### config.mk
export PLATFORM = sky130hd
export DESIGN_NAME = btb_update
export DESIGN_NICKNAME = d
export VERILOG_FILES = /design/src/rtl/btb_pkg.sv /design/src/rtl/btb_upd_fifo.sv /design/src/rtl/btb_update.sv
export SDC_FILE = /design/constraint.sdc
export NUM_CORES = 1
export LEC_CHECK = 0
export ABC_AREA = 1
export CAP_MARGIN = 5
export CELL_PAD_IN_SITES_DETAIL_PLACEMENT = 0
export CELL_PAD_IN_SITES_GLOBAL_PLACEMENT = 1
export CORE_MARGIN = 10
export CORE_UTILIZATION = 30
export DETAILED_ROUTE_END_ITERATION = 8
export GPL_TIMING_DRIVEN = 0
export MAX_ROUTING_LAYER = met4
export PLACE_DENSITY = 0.66
export SYNTH_ARGS = -nofsm -noshare
export SYNTH_HDL_FRONTEND = slang
export SYNTH_SLANG_ARGS = --single-unit
### constraint.sdc
create_clock -name clk -period 3.8 [get_ports clk]
set_input_delay 0.76 -clock clk [delete_from_list [all_inputs] [get_ports clk]]
set_output_delay 0.76 -clock clk [all_outputs]
set_load 0.005 [all_outputs]
### src/rtl/btb_pkg.sv
// rtl/btb_pkg.sv - shared widths, state encoding and record layout for the BTB update path
// Contents: width localparams (TAG_WIDTH derived), PC index/tag slice helpers,
//           update FSM states, queued resolved-branch record.
package btb_pkg;

  localparam int ADDR_WIDTH   = 32;
  localparam int BRANCH_PC    = 10;
  localparam int OFFSET_WIDTH = 4;
  localparam int INDEX_WIDTH  = 3;
  localparam int TAG_WIDTH    = BRANCH_PC - (OFFSET_WIDTH + INDEX_WIDTH);
  localparam int NUM_SETS     = 1 << INDEX_WIDTH;

  typedef enum logic [1:0] {
    ST_IDLE  = 2'd0,
    ST_LOOK  = 2'd1,
    ST_WR    = 2'd2,
    ST_FLUSH = 2'd3
  } state_t;

  typedef struct packed {
    logic [BRANCH_PC-1:0]  pc;
    logic [ADDR_WIDTH-1:0] target;
    logic                  taken;
  } upd_rec_t;

  function automatic logic [INDEX_WIDTH-1:0] pc_index(input logic [BRANCH_PC-1:0] pc);
    return pc[OFFSET_WIDTH+INDEX_WIDTH-1:OFFSET_WIDTH];
  endfunction

  function automatic logic [TAG_WIDTH-1:0] pc_tag(input logic [BRANCH_PC-1:0] pc);
    return pc[BRANCH_PC-1:OFFSET_WIDTH+INDEX_WIDTH];
  endfunction

endpackage

### src/rtl/btb_upd_fifo.sv
// rtl/btb_upd_fifo.sv - 2-entry queue of resolved-branch records
// Ports: clk, rst_n (async, active-low); i_clear drops all entries;
//        i_push/i_rec enqueue; i_pop dequeues; o_head is the oldest entry;
//        o_full/o_empty reflect registered occupancy.
module btb_upd_fifo
  import btb_pkg::*;
(
  input  logic     clk,
  input  logic     rst_n,
  input  logic     i_clear,
  input  logic     i_push,
  input  upd_rec_t i_rec,
  input  logic     i_pop,
  output upd_rec_t o_head,
  output logic     o_full,
  output logic     o_empty
);

  upd_rec_t   r_mem [2];
  logic       r_wptr;
  logic       r_rptr;
  logic [1:0] r_count;

  logic w_push;
  logic w_pop;

  assign o_full  = (r_count == 2'd2);
  assign o_empty = (r_count == 2'd0);
  assign o_head  = r_mem[r_rptr];

  // Guard against overflow/underflow so a misbehaving caller cannot corrupt occupancy.
  assign w_push = i_push && !o_full;
  assign w_pop  = i_pop && !o_empty;

  always_ff @(posedge clk or negedge rst_n) begin
    if (!rst_n) begin
      r_wptr  <= 1'b0;
      r_rptr  <= 1'b0;
      r_count <= 2'd0;
    end else if (i_clear) begin
      r_wptr  <= 1'b0;
      r_rptr  <= 1'b0;
      r_count <= 2'd0;
    end else begin
      if (w_push) r_wptr <= ~r_wptr;
      if (w_pop)  r_rptr <= ~r_rptr;
      r_count <= r_count + {1'b0, w_push} - {1'b0, w_pop};
    end
  end

  // Storage needs no reset: occupancy alone decides what is visible.
  always_ff @(posedge clk) begin
    if (w_push && !i_clear) r_mem[r_wptr] <= i_rec;
  end

endmodule

### src/rtl/btb_update.sv
// rtl/btb_update.sv - BTB write-side controller: queued read-compare-write and full-table flush
// Ports: upd_* record handshake from execute; flush_req/flush_busy invalidate-all;
//        rd_* set read request and returned tag/valid/LRU; wr_* array write port.
module btb_update
  import btb_pkg::*;
(
  input  logic                   clk,
  input  logic                   rst_n,
  input  logic                   upd_valid,
  output logic                   upd_ready,
  input  logic [BRANCH_PC-1:0]   upd_pc,
  input  logic [ADDR_WIDTH-1:0]  upd_target,
  input  logic                   upd_taken,
  input  logic                   flush_req,
  output logic                   flush_busy,
  output logic                   rd_en,
  output logic [INDEX_WIDTH-1:0] rd_index,
  input  logic [1:0]             rd_valid,
  input  logic [TAG_WIDTH-1:0]   rd_tag0,
  input  logic [TAG_WIDTH-1:0]   rd_tag1,
  input  logic                   rd_lru,
  output logic                   wr_en,
  output logic                   wr_both,
  output logic [INDEX_WIDTH-1:0] wr_index,
  output logic                   wr_way,
  output logic                   wr_valid_bit,
  output logic [TAG_WIDTH-1:0]   wr_tag,
  output logic [ADDR_WIDTH-1:0]  wr_target,
  output logic                   wr_lru_val
);

  state_t r_state;
  state_t w_next;

  logic                   r_flush_pend;
  logic [INDEX_WIDTH-1:0] r_flush_idx;

  logic [INDEX_WIDTH-1:0] r_wr_index;
  logic                   r_wr_way;
  logic                   r_wr_valid;
  logic [TAG_WIDTH-1:0]   r_wr_tag;
  logic [ADDR_WIDTH-1:0]  r_wr_target;
  logic                   r_wr_lru;

  upd_rec_t w_rec;
  upd_rec_t w_head;
  logic     w_full;
  logic     w_empty;
  logic     w_push;
  logic     w_pop;
  logic     w_clear;
  logic     w_flush_seen;

  logic                 w_hit0;
  logic                 w_hit1;
  logic                 w_hit_way;
  logic                 w_victim;
  logic                 w_need_wr;
  logic                 w_way;
  logic                 w_vbit;
  logic                 w_lru;
  logic [TAG_WIDTH-1:0] w_tag;

  assign w_rec = '{pc: upd_pc, target: upd_target, taken: upd_taken};

  // A request that has not yet been latched still blocks new records.
  assign w_flush_seen = flush_req || r_flush_pend;
  assign flush_busy   = (r_state == ST_FLUSH);
  assign upd_ready    = !w_full && !flush_busy && !w_flush_seen;
  assign w_push       = upd_valid && upd_ready;

  btb_upd_fifo u_fifo (
    .clk     (clk),
    .rst_n   (rst_n),
    .i_clear (w_clear),
    .i_push  (w_push),
    .i_rec   (w_rec),
    .i_pop   (w_pop),
    .o_head  (w_head),
    .o_full  (w_full),
    .o_empty (w_empty)
  );

  assign rd_index = pc_index(w_head.pc);
  assign w_tag    = pc_tag(w_head.pc);

  // Hit/victim selection on the array data returned during LOOK; way0 wins a double hit.
  always_comb begin
    w_hit0    = rd_valid[0] && (rd_tag0 == w_tag);
    w_hit1    = rd_valid[1] && (rd_tag1 == w_tag);
    w_hit_way = !w_hit0;
    if (!rd_valid[0])      w_victim = 1'b0;
    else if (!rd_valid[1]) w_victim = 1'b1;
    else                   w_victim = rd_lru;

    w_need_wr = 1'b0;
    w_way     = 1'b0;
    w_vbit    = 1'b0;
    w_lru     = 1'b0;
    if (w_head.taken) begin
      w_need_wr = 1'b1;
      w_way     = (w_hit0 || w_hit1) ? w_hit_way : w_victim;
      w_vbit    = 1'b1;
      w_lru     = ~w_way;
    end else if (w_hit0 || w_hit1) begin
      // Invalidated way becomes the next victim.
      w_need_wr = 1'b1;
      w_way     = w_hit_way;
      w_vbit    = 1'b0;
      w_lru     = w_hit_way;
    end
  end

  always_comb begin
    w_next  = r_state;
    rd_en   = 1'b0;
    w_pop   = 1'b0;
    w_clear = 1'b0;
    case (r_state)
      ST_IDLE: begin
        if (w_flush_seen) begin
          w_next  = ST_FLUSH;
          w_clear = 1'b1;
        end else if (!w_empty) begin
          rd_en  = 1'b1;
          w_next = ST_LOOK;
        end
      end
      ST_LOOK: begin
        if (w_need_wr) begin
          w_next = ST_WR;
        end else begin
          w_pop  = 1'b1;
          w_next = ST_IDLE;
        end
      end
      ST_WR: begin
        w_pop  = 1'b1;
        w_next = ST_IDLE;
      end
      ST_FLUSH: begin
        if (r_flush_idx == INDEX_WIDTH'(NUM_SETS - 1)) w_next = ST_IDLE;
      end
      default: w_next = ST_IDLE;
    endcase
  end

  always_ff @(posedge clk or negedge rst_n) begin
    if (!rst_n) begin
      r_state      <= ST_IDLE;
      r_flush_pend <= 1'b0;
      r_flush_idx  <= '0;
    end else begin
      r_state <= w_next;
      // Entering FLUSH consumes the request; requests during FLUSH are absorbed.
      if (r_state == ST_IDLE && w_next == ST_FLUSH) r_flush_pend <= 1'b0;
      else if (flush_req && r_state != ST_FLUSH)    r_flush_pend <= 1'b1;
      if (r_state == ST_FLUSH) r_flush_idx <= r_flush_idx + 1'b1;
      else                     r_flush_idx <= '0;
    end
  end

  always_ff @(posedge clk or negedge rst_n) begin
    if (!rst_n) begin
      r_wr_index  <= '0;
      r_wr_way    <= 1'b0;
      r_wr_valid  <= 1'b0;
      r_wr_tag    <= '0;
      r_wr_target <= '0;
      r_wr_lru    <= 1'b0;
    end else if (r_state == ST_LOOK) begin
      r_wr_index  <= pc_index(w_head.pc);
      r_wr_way    <= w_way;
      r_wr_valid  <= w_vbit;
      r_wr_tag    <= w_tag;
      r_wr_target <= w_head.target;
      r_wr_lru    <= w_lru;
    end
  end

  assign wr_en        = (r_state == ST_WR) || flush_busy;
  assign wr_both      = flush_busy;
  assign wr_index     = flush_busy ? r_flush_idx : r_wr_index;
  assign wr_way       = flush_busy ? 1'b0 : r_wr_way;
  assign wr_valid_bit = flush_busy ? 1'b0 : r_wr_valid;
  assign wr_tag       = flush_busy ? '0 : r_wr_tag;
  assign wr_target    = flush_busy ? '0 : r_wr_target;
  assign wr_lru_val   = flush_busy ? 1'b0 : r_wr_lru;

endmodule

After elaboration in Yosys (flattened, before gate mapping)
Memory sizes are Yosys's and may differ from the RTL's.
Cells that the tools add are included.
{"block": "classes", "bitwise": 3, "n_eq_ne": 9, "n_reduce_logical": 24, "n_addsub": 3, "mux": 37}
{"cell": "$mux 32", "n": 1}
{"cell": "$mux 1", "n": 26}
{"cell": "$logic_and 1x1->1", "n": 10}
{"cell": "$mux 2", "n": 5}
{"cell": "$mux 3", "n": 3}
{"cell": "$eq 2x2->1 const B", "n": 4}
{"cell": "$pmux 2 s4", "n": 1}
{"cell": "$eq 3x3->1", "n": 2}
{"cell": "$logic_not 1->1", "n": 6}
{"cell": "$reduce_bool 2->1", "n": 3}
{"cell": "$logic_not 2->1", "n": 2}
{"cell": "$add 3x1->3 const B", "n": 1}
{"cell": "$eq 3x3->1 const B", "n": 1}
{"cell": "$logic_or 1x1->1", "n": 3}
{"cell": "$not 1->1", "n": 3}
{"cell": "$add 2x1->2", "n": 1}
{"cell": "$eq 2x1->1 const B", "n": 1}
{"cell": "$ne 2x2->1 const B", "n": 1}
{"cell": "$pmux 1 s2", "n": 1}
{"cell": "$sub 2x1->2", "n": 1}
{"block": "word_totals", "reg_bits": 51, "output_inout_bits": 49, "n_memories": 1, "ram_bits": 86, "in_bits": 56}
{"name": "u_fifo.r_mem", "words": 2, "word_bits": 43, "read_ports": 1, "rd_ports_with_merged_regs": 0, "write_ports": 1, "line_no": "btb_upd_fifo.sv:19", "source": "upd_rec_t r_mem [2];"}

Logic depth before layout (Yosys ltp)
An unclocked memory read counts as a cell.
{"block": "depth", "depth_word": 11, "depth_mapped": 17}

Hierarchy
Synthesis repeated with hierarchy kept, for this count alone.
{"block": "hier_totals", "cells_unflattened": 572, "area_unflattened_um2": 5819.3}
{"module": "btb_upd_fifo", "cells_per_inst": 261, "seq_area_each_um2": 2682.6, "area_per_inst_um2": 3463.3, "instances": 1}
{"module": "btb_update", "cells_per_inst": 311, "seq_area_each_um2": 1176.1, "area_per_inst_um2": 2356.0, "instances": 1}

Least setup slack after synthesis
OpenSTA, ideal clock, no wires.
{"block": "synth_path", "path_type": "input -> register", "start": "input port flush_req", "end": "memory u_fifo.r_mem[1][0] (netlist bit), enable pin", "slack_ns": 0.358, "n_path_buf": 0, "required_ns": 3.363, "stages": 5, "setup_time_ns": 0.437, "arrival_ns": 3.005, "cell_sequence": "nor2_1 inv_1 a211oi_2 nand2_1 nor2_1"}
{"block": "synth_between", "elab_chain_cells": 8, "elab_cells_between_ends": 11}
{"element": "start, declared", "line_no": "btb_update.sv:14", "source": "input logic flush_req,"}
{"element": "$logic_or 1x1->1", "line_no": "btb_update.sv:67", "source": "assign w_flush_seen = flush_req || r_flush_pend;"}
{"element": "$logic_not 1->1", "line_no": "btb_update.sv:69", "source": "assign upd_ready = !w_full && !flush_busy && !w_flush_seen;"}
{"element": "$logic_and 1x1->1", "line_no": "btb_update.sv:69"}
{"element": "via upd_ready", "line_no": "btb_update.sv:10", "source": "output logic upd_ready,"}
{"element": "$logic_and 1x1->1", "line_no": "btb_update.sv:70", "source": "assign w_push = upd_valid && upd_ready;"}
{"element": "$logic_and 1x1->1", "line_no": "btb_upd_fifo.sv:32", "source": "assign w_push = i_push && !o_full;"}
{"element": "$logic_and 1x1->1", "line_no": "btb_upd_fifo.sv:53", "source": "if (w_push && !i_clear) r_mem[r_wptr] <= i_rec;"}
{"element": "$mux 1", "line_no": "btb_upd_fifo.sv:53"}
{"element": "$mux 1 (not written as such)", "line_no": "btb_upd_fifo.sv:53"}
{"element": "end, declared", "line_no": "btb_upd_fifo.sv:19"}
The timed path passes the listed nets, and every way through them passes these cells.

Worst setup path in the final report
{"block": "layout_path", "start": "register r_state[0]", "end": "output port wr_target[22]"}
{"block": "layout_between", "elab_chain_cells": 2}
{"element": "start, declared", "line_no": "btb_update.sv:32", "source": "state_t r_state;"}
{"element": "start signal, assigned", "line_no": "btb_update.sv:154", "source": "r_state <= w_next;"}
{"element": "$eq 2x2->1", "line_no": "btb_update.sv:68", "source": "assign flush_busy = (r_state == ST_FLUSH);"}
{"element": "$mux 32", "line_no": "btb_update.sv:187", "source": "assign wr_target = flush_busy ? '0 : r_wr_target;"}
{"element": "end, declared", "line_no": "btb_update.sv:28", "source": "output logic [ADDR_WIDTH-1:0] wr_target,"}
No other way between the ends.

==> impl_summary.md <==
Placed design
The total half-perimeter wirelength after legalization and detailed placement is 9530 um. The placement-stage cell area is 6660 um^2. In this run the tool buffered the top-level ports with 100 buffer cells. The number of placed cells counting well taps is 814. The placer congestion estimate is 0.770.

Critical path
The critical path ends at wr_target[22]. Traced cell by cell, the critical path runs through ha_1, buf_2, buf_1, nor2_1, clkdlybuf4s50_1. The register-to-register setup slack is 1.26 ns. The critical path start-end classification is register to primary output.

STA classifies the critical path endpoint as a primary output. The library cell contributing the largest single delay on the critical path is sky130_fd_sc_hd__clkdlybuf4s50_1. The largest fanout of any net on the critical path is 10. The number of cells on the worst reg-to-reg path is 6. For the worst setup path, the data arrival time is 2.37 ns. On the worst path, the slowest cell contributes a delay of 0.50 ns. The startpoint of the lowest-slack register-to-register path is r_state[0].

The kind of start point of the critical path is a register. The launching element of the worst setup path is r_state[0]. The endpoint identified for the worst register-to-register timing path is u_fifo.r_mem[1][4].

The required time reported for the critical path endpoint is 3.04 ns.

Clock tree
Clock-pin slew was measured on the worst setup and hold paths at 0.06 ns. The number of setup buffers added after CTS is 0. The number of CTS-inserted buffers is 17.

CTS placed an instance of sky130_fd_sc_hd__clkbuf_16 at the clock tree root. The post-cts repair resize count is 0. The tree built by TritonCTS fans out to 129 sinks.

The hold-fix buffer count after cts is 0. The TritonCTS clock tree is built. The later-pin clock latency in the skew report is 0.42 ns. The number of buffers on the longest clock path is 2.

The number of H-tree levels is 4.

Global route
Global routing consumed, over all layers together, 12.0% of the routing resources. The pin count of the biggest net entering global routing is 29. The via count of the first global-routing pass is 3,971. The global-route congestion overflow total is 0. The first global-routing pass estimated 21,300 um of wire.

The initial antenna violation count was 0.

Detailed routing
The detailed-routed wire length on met3 is 705 um. The number of nets with antenna violations after routing is 0. In this run the top signal layer used is met4.

For this run, the detailed router's first-pass iteration total came to 4. In the routed layout, each cell is associated on average with a via count of 4.34. The detailed-route wire length per cell is 15.5 um. The violation count after the first detailed-routing iteration is 139. The detailed router placed 3,674 vias in this run. Detailed routing placed a total of 6650 um of wire on met2.

The number of remaining DRC errors is 0. After detailed routing, the total wire length is 13,100 um. The detailed router put a total of 5490 um of wire on met1.

Synth
After synthesis the netlist holds a flip-flop and latch count of 129. Of the post-synthesis cell area, the dominant cell type holds 44.2%. Summing the areas of all and, or, nand and nor instances in the mapped netlist gives 12.5% of the synthesized area. Of all cell types, the one taking the most synthesized area is sky130_fd_sc_hd__edfxtp_1. During synthesis, Yosys emitted a total of 0 warnings.

Synthesis instantiated 32 different standard cells from the library. Yosys instantiated no cell more often than sky130_fd_sc_hd__nor2_1. The portion of synthesized area spent on multiplexers is 0%. The mapped netlist covers 5300 um^2. The post-synthesis cell count is 486. In the synthesized netlist the async set-or-reset flop fraction comes to 39.5%. The synthesized design contains 78 enable-type register cells. Summing the areas of all compound-gate instances in the mapped netlist gives 9.34% of the synthesized area. The adder-cell share of the synthesized area is 1.89%. The most common flop cell mapped by yosys is sky130_fd_sc_hd__edfxtp_1.

When the netlist entered floorplanning its net count stood at 550. After synthesis, the most frequently instantiated cells are sky130_fd_sc_hd__nor2_1 (85), sky130_fd_sc_hd__edfxtp_1 (78), sky130_fd_sc_hd__inv_1 (70). By area, the combinational part of the netlist is dominated by simple AND/OR/NAND/NOR gates. A synthesized cell averages 10.9 um^2. Summing the areas of all xor and xnor instances in the mapped netlist gives 0.330% of the synthesized area. The proportion of synthesized chip area in sequential cells is 68.2%. Ranked by total cell area, the synthesized netlist is headed by sky130_fd_sc_hd__edfxtp_1 (44%), sky130_fd_sc_hd__dfrtp_1 (24%), sky130_fd_sc_hd__nor2_1 (6.0%), sky130_fd_sc_hd__inv_1 (5.0%), sky130_fd_sc_hd__o21ai_0 (4.2%).

Power and ir drop
VDD sags by at most 0.385 mV. The power consumption is 5.60 mW. Dividing total power by cell area gives a power density of 766 nW/um^2. For this design the static power due to leakage is 3.00 nW.

Finish
After the last flow step, the layout net total stands at 672. From synthesis to final layout, the design area changed by 37.7%. The total inserted antenna cells is 0. The final instance area is 7300 um^2. The final standard cell count with taps included and fillers excluded is 846. Of the cells placed in the final design, the portion with a size suffix greater than 1 is 9.02%.

Floorplanning
Measured along the y axis, the die boundary spans 153 um. The initial cell density of the core is 30.7%. The number of I/O pins is 105.

The core box area is 17,300 um^2. The initialized floorplan defines 48 standard-cell rows. The die covers 23,400 um^2.

The overall die width is 153 um.

Timing
Setup violations remaining at the end of the flow were counted as 0. Between clock sinks in the finished design, the worst skew comes to 0.00741 ns. Setup repair after global routing left no endpoint under its margin. At the pin with the least slew margin, the transition time is 0.795 ns. The worst slew margin relative to its limit is 46.9%. For the finished layout, the period the worst path requires is 3.13 ns. The final count of pins violating max slew is 0. The hold violation total from the final report is 0.

The final critical path takes up 82.3% of the cycle. The highest attainable clock frequency is 0.320 GHz.

Flow run
The max-capacitance violation count is 0.

Worst hold path
In this run the worst hold path is classified as input port to async pin.

Outcome
The run finished with clean final reports.
report_power, final:
group / internal [mW] / total, mW / switching [mW]
Clock: 1.16 / 1.76 / 0.598
Sequential: 1.79 / 1.88 / 0.0921
Combinational: 0.906 / 1.95 / 1.05
worst min path at each step:
stage / start / slack (ns) / endpoint
CTS: rst_n / 0.40 / r_wr_tag[0]
detailed placement: r_flush_idx[0] / 0.47 / r_flush_idx[0]
global placement: r_flush_idx[0] / 0.44 / r_flush_idx[0]
finish: rst_n / 0.38 / r_wr_tag[0]
floorplan: r_flush_idx[0] / 0.42 / r_flush_idx[0]
global route: rst_n / 0.42 / r_wr_way
logic make-up after synthesis:
family / Yosys count
XOR/XNOR: 2
buffers and inverters: 97
AO/OA/AOI/OAI: 87
adder cells (fa/ha/maj): 8
AND/OR/NAND/NOR: 163
flip-flops: 129
flip-flops by register name, summed over array words and instances, names as in the netlist:
register,flops
u_fifo.r_wptr,1
r_wr_target,32
r_wr_lru,1
u_fifo.r_mem,78
u_fifo.r_count,2
r_wr_way,1
r_flush_idx,3
r_wr_index,3
r_flush_pend,1
u_fifo.r_rptr,1
r_wr_valid,1
r_state,2
r_wr_tag,3
final cells by class:
class	instances	area, um^2
Tap cell	225	282
Sequential cell	129	3620
Inverter	71	272
Buffer	26	140
Clock buffer	18	429
Clock inverter	14	211
Multi-Input combinational cell	260	1290
Fill cell	1663	9990
Timing Repair Buffer	103	1060
layout by cell type (no fill, tap or decap), drive strengths merged:
cell           instances
clkdlybuf4s50         99
nor2                  87
edfxtp                78
inv                   73
nand2                 58
dfrtp                 51
o21ai                 48
o22ai                 32
clkbuf                29
buf                   19
nand3                 11
ha                     8
bufinv                 5
clkinv                 4
clkinvlp               3
nand3b                 2
nor3                   2
a21oi                  2
nand4                  2
or2                    1
o31ai                  1
a31oi                  1
a21boi                 1
a211oi                 1
xnor2                  1
xor2                   1
a21o                   1
stage by stage:
stage          worst slack, ns  utilization, %  hold WS [ns]  setup TNS [ns]
2_1_floorplan            0.358               -         0.422               0
3_3_place_gp             -1.38            38.1         0.444         -107.10
3_5_place_dp             0.564            38.5         0.472               0
4_1_cts                  0.560            42.2         0.396               0
5_1_grt                  0.472            42.2         0.423               0
6_report                 0.671            42.2         0.385               0
worst max-delay path, delay by kind of cell, from the launching register on:
kind	cells	cell delay, ns
and+or+nand+nor	1	0.15
adders and majority gates	1	0.20
DFF	1	0.39
buffers and inverters	3	1.21
per-layer routing:
layer	GRT usage (%)	vias to the layer above
li1	-	1852
met5	-	-
met2	20.0	88
met4	4.68	0
met3	3.84	16
met1	13.0	1718
Power figures use the tool's default switching activity.
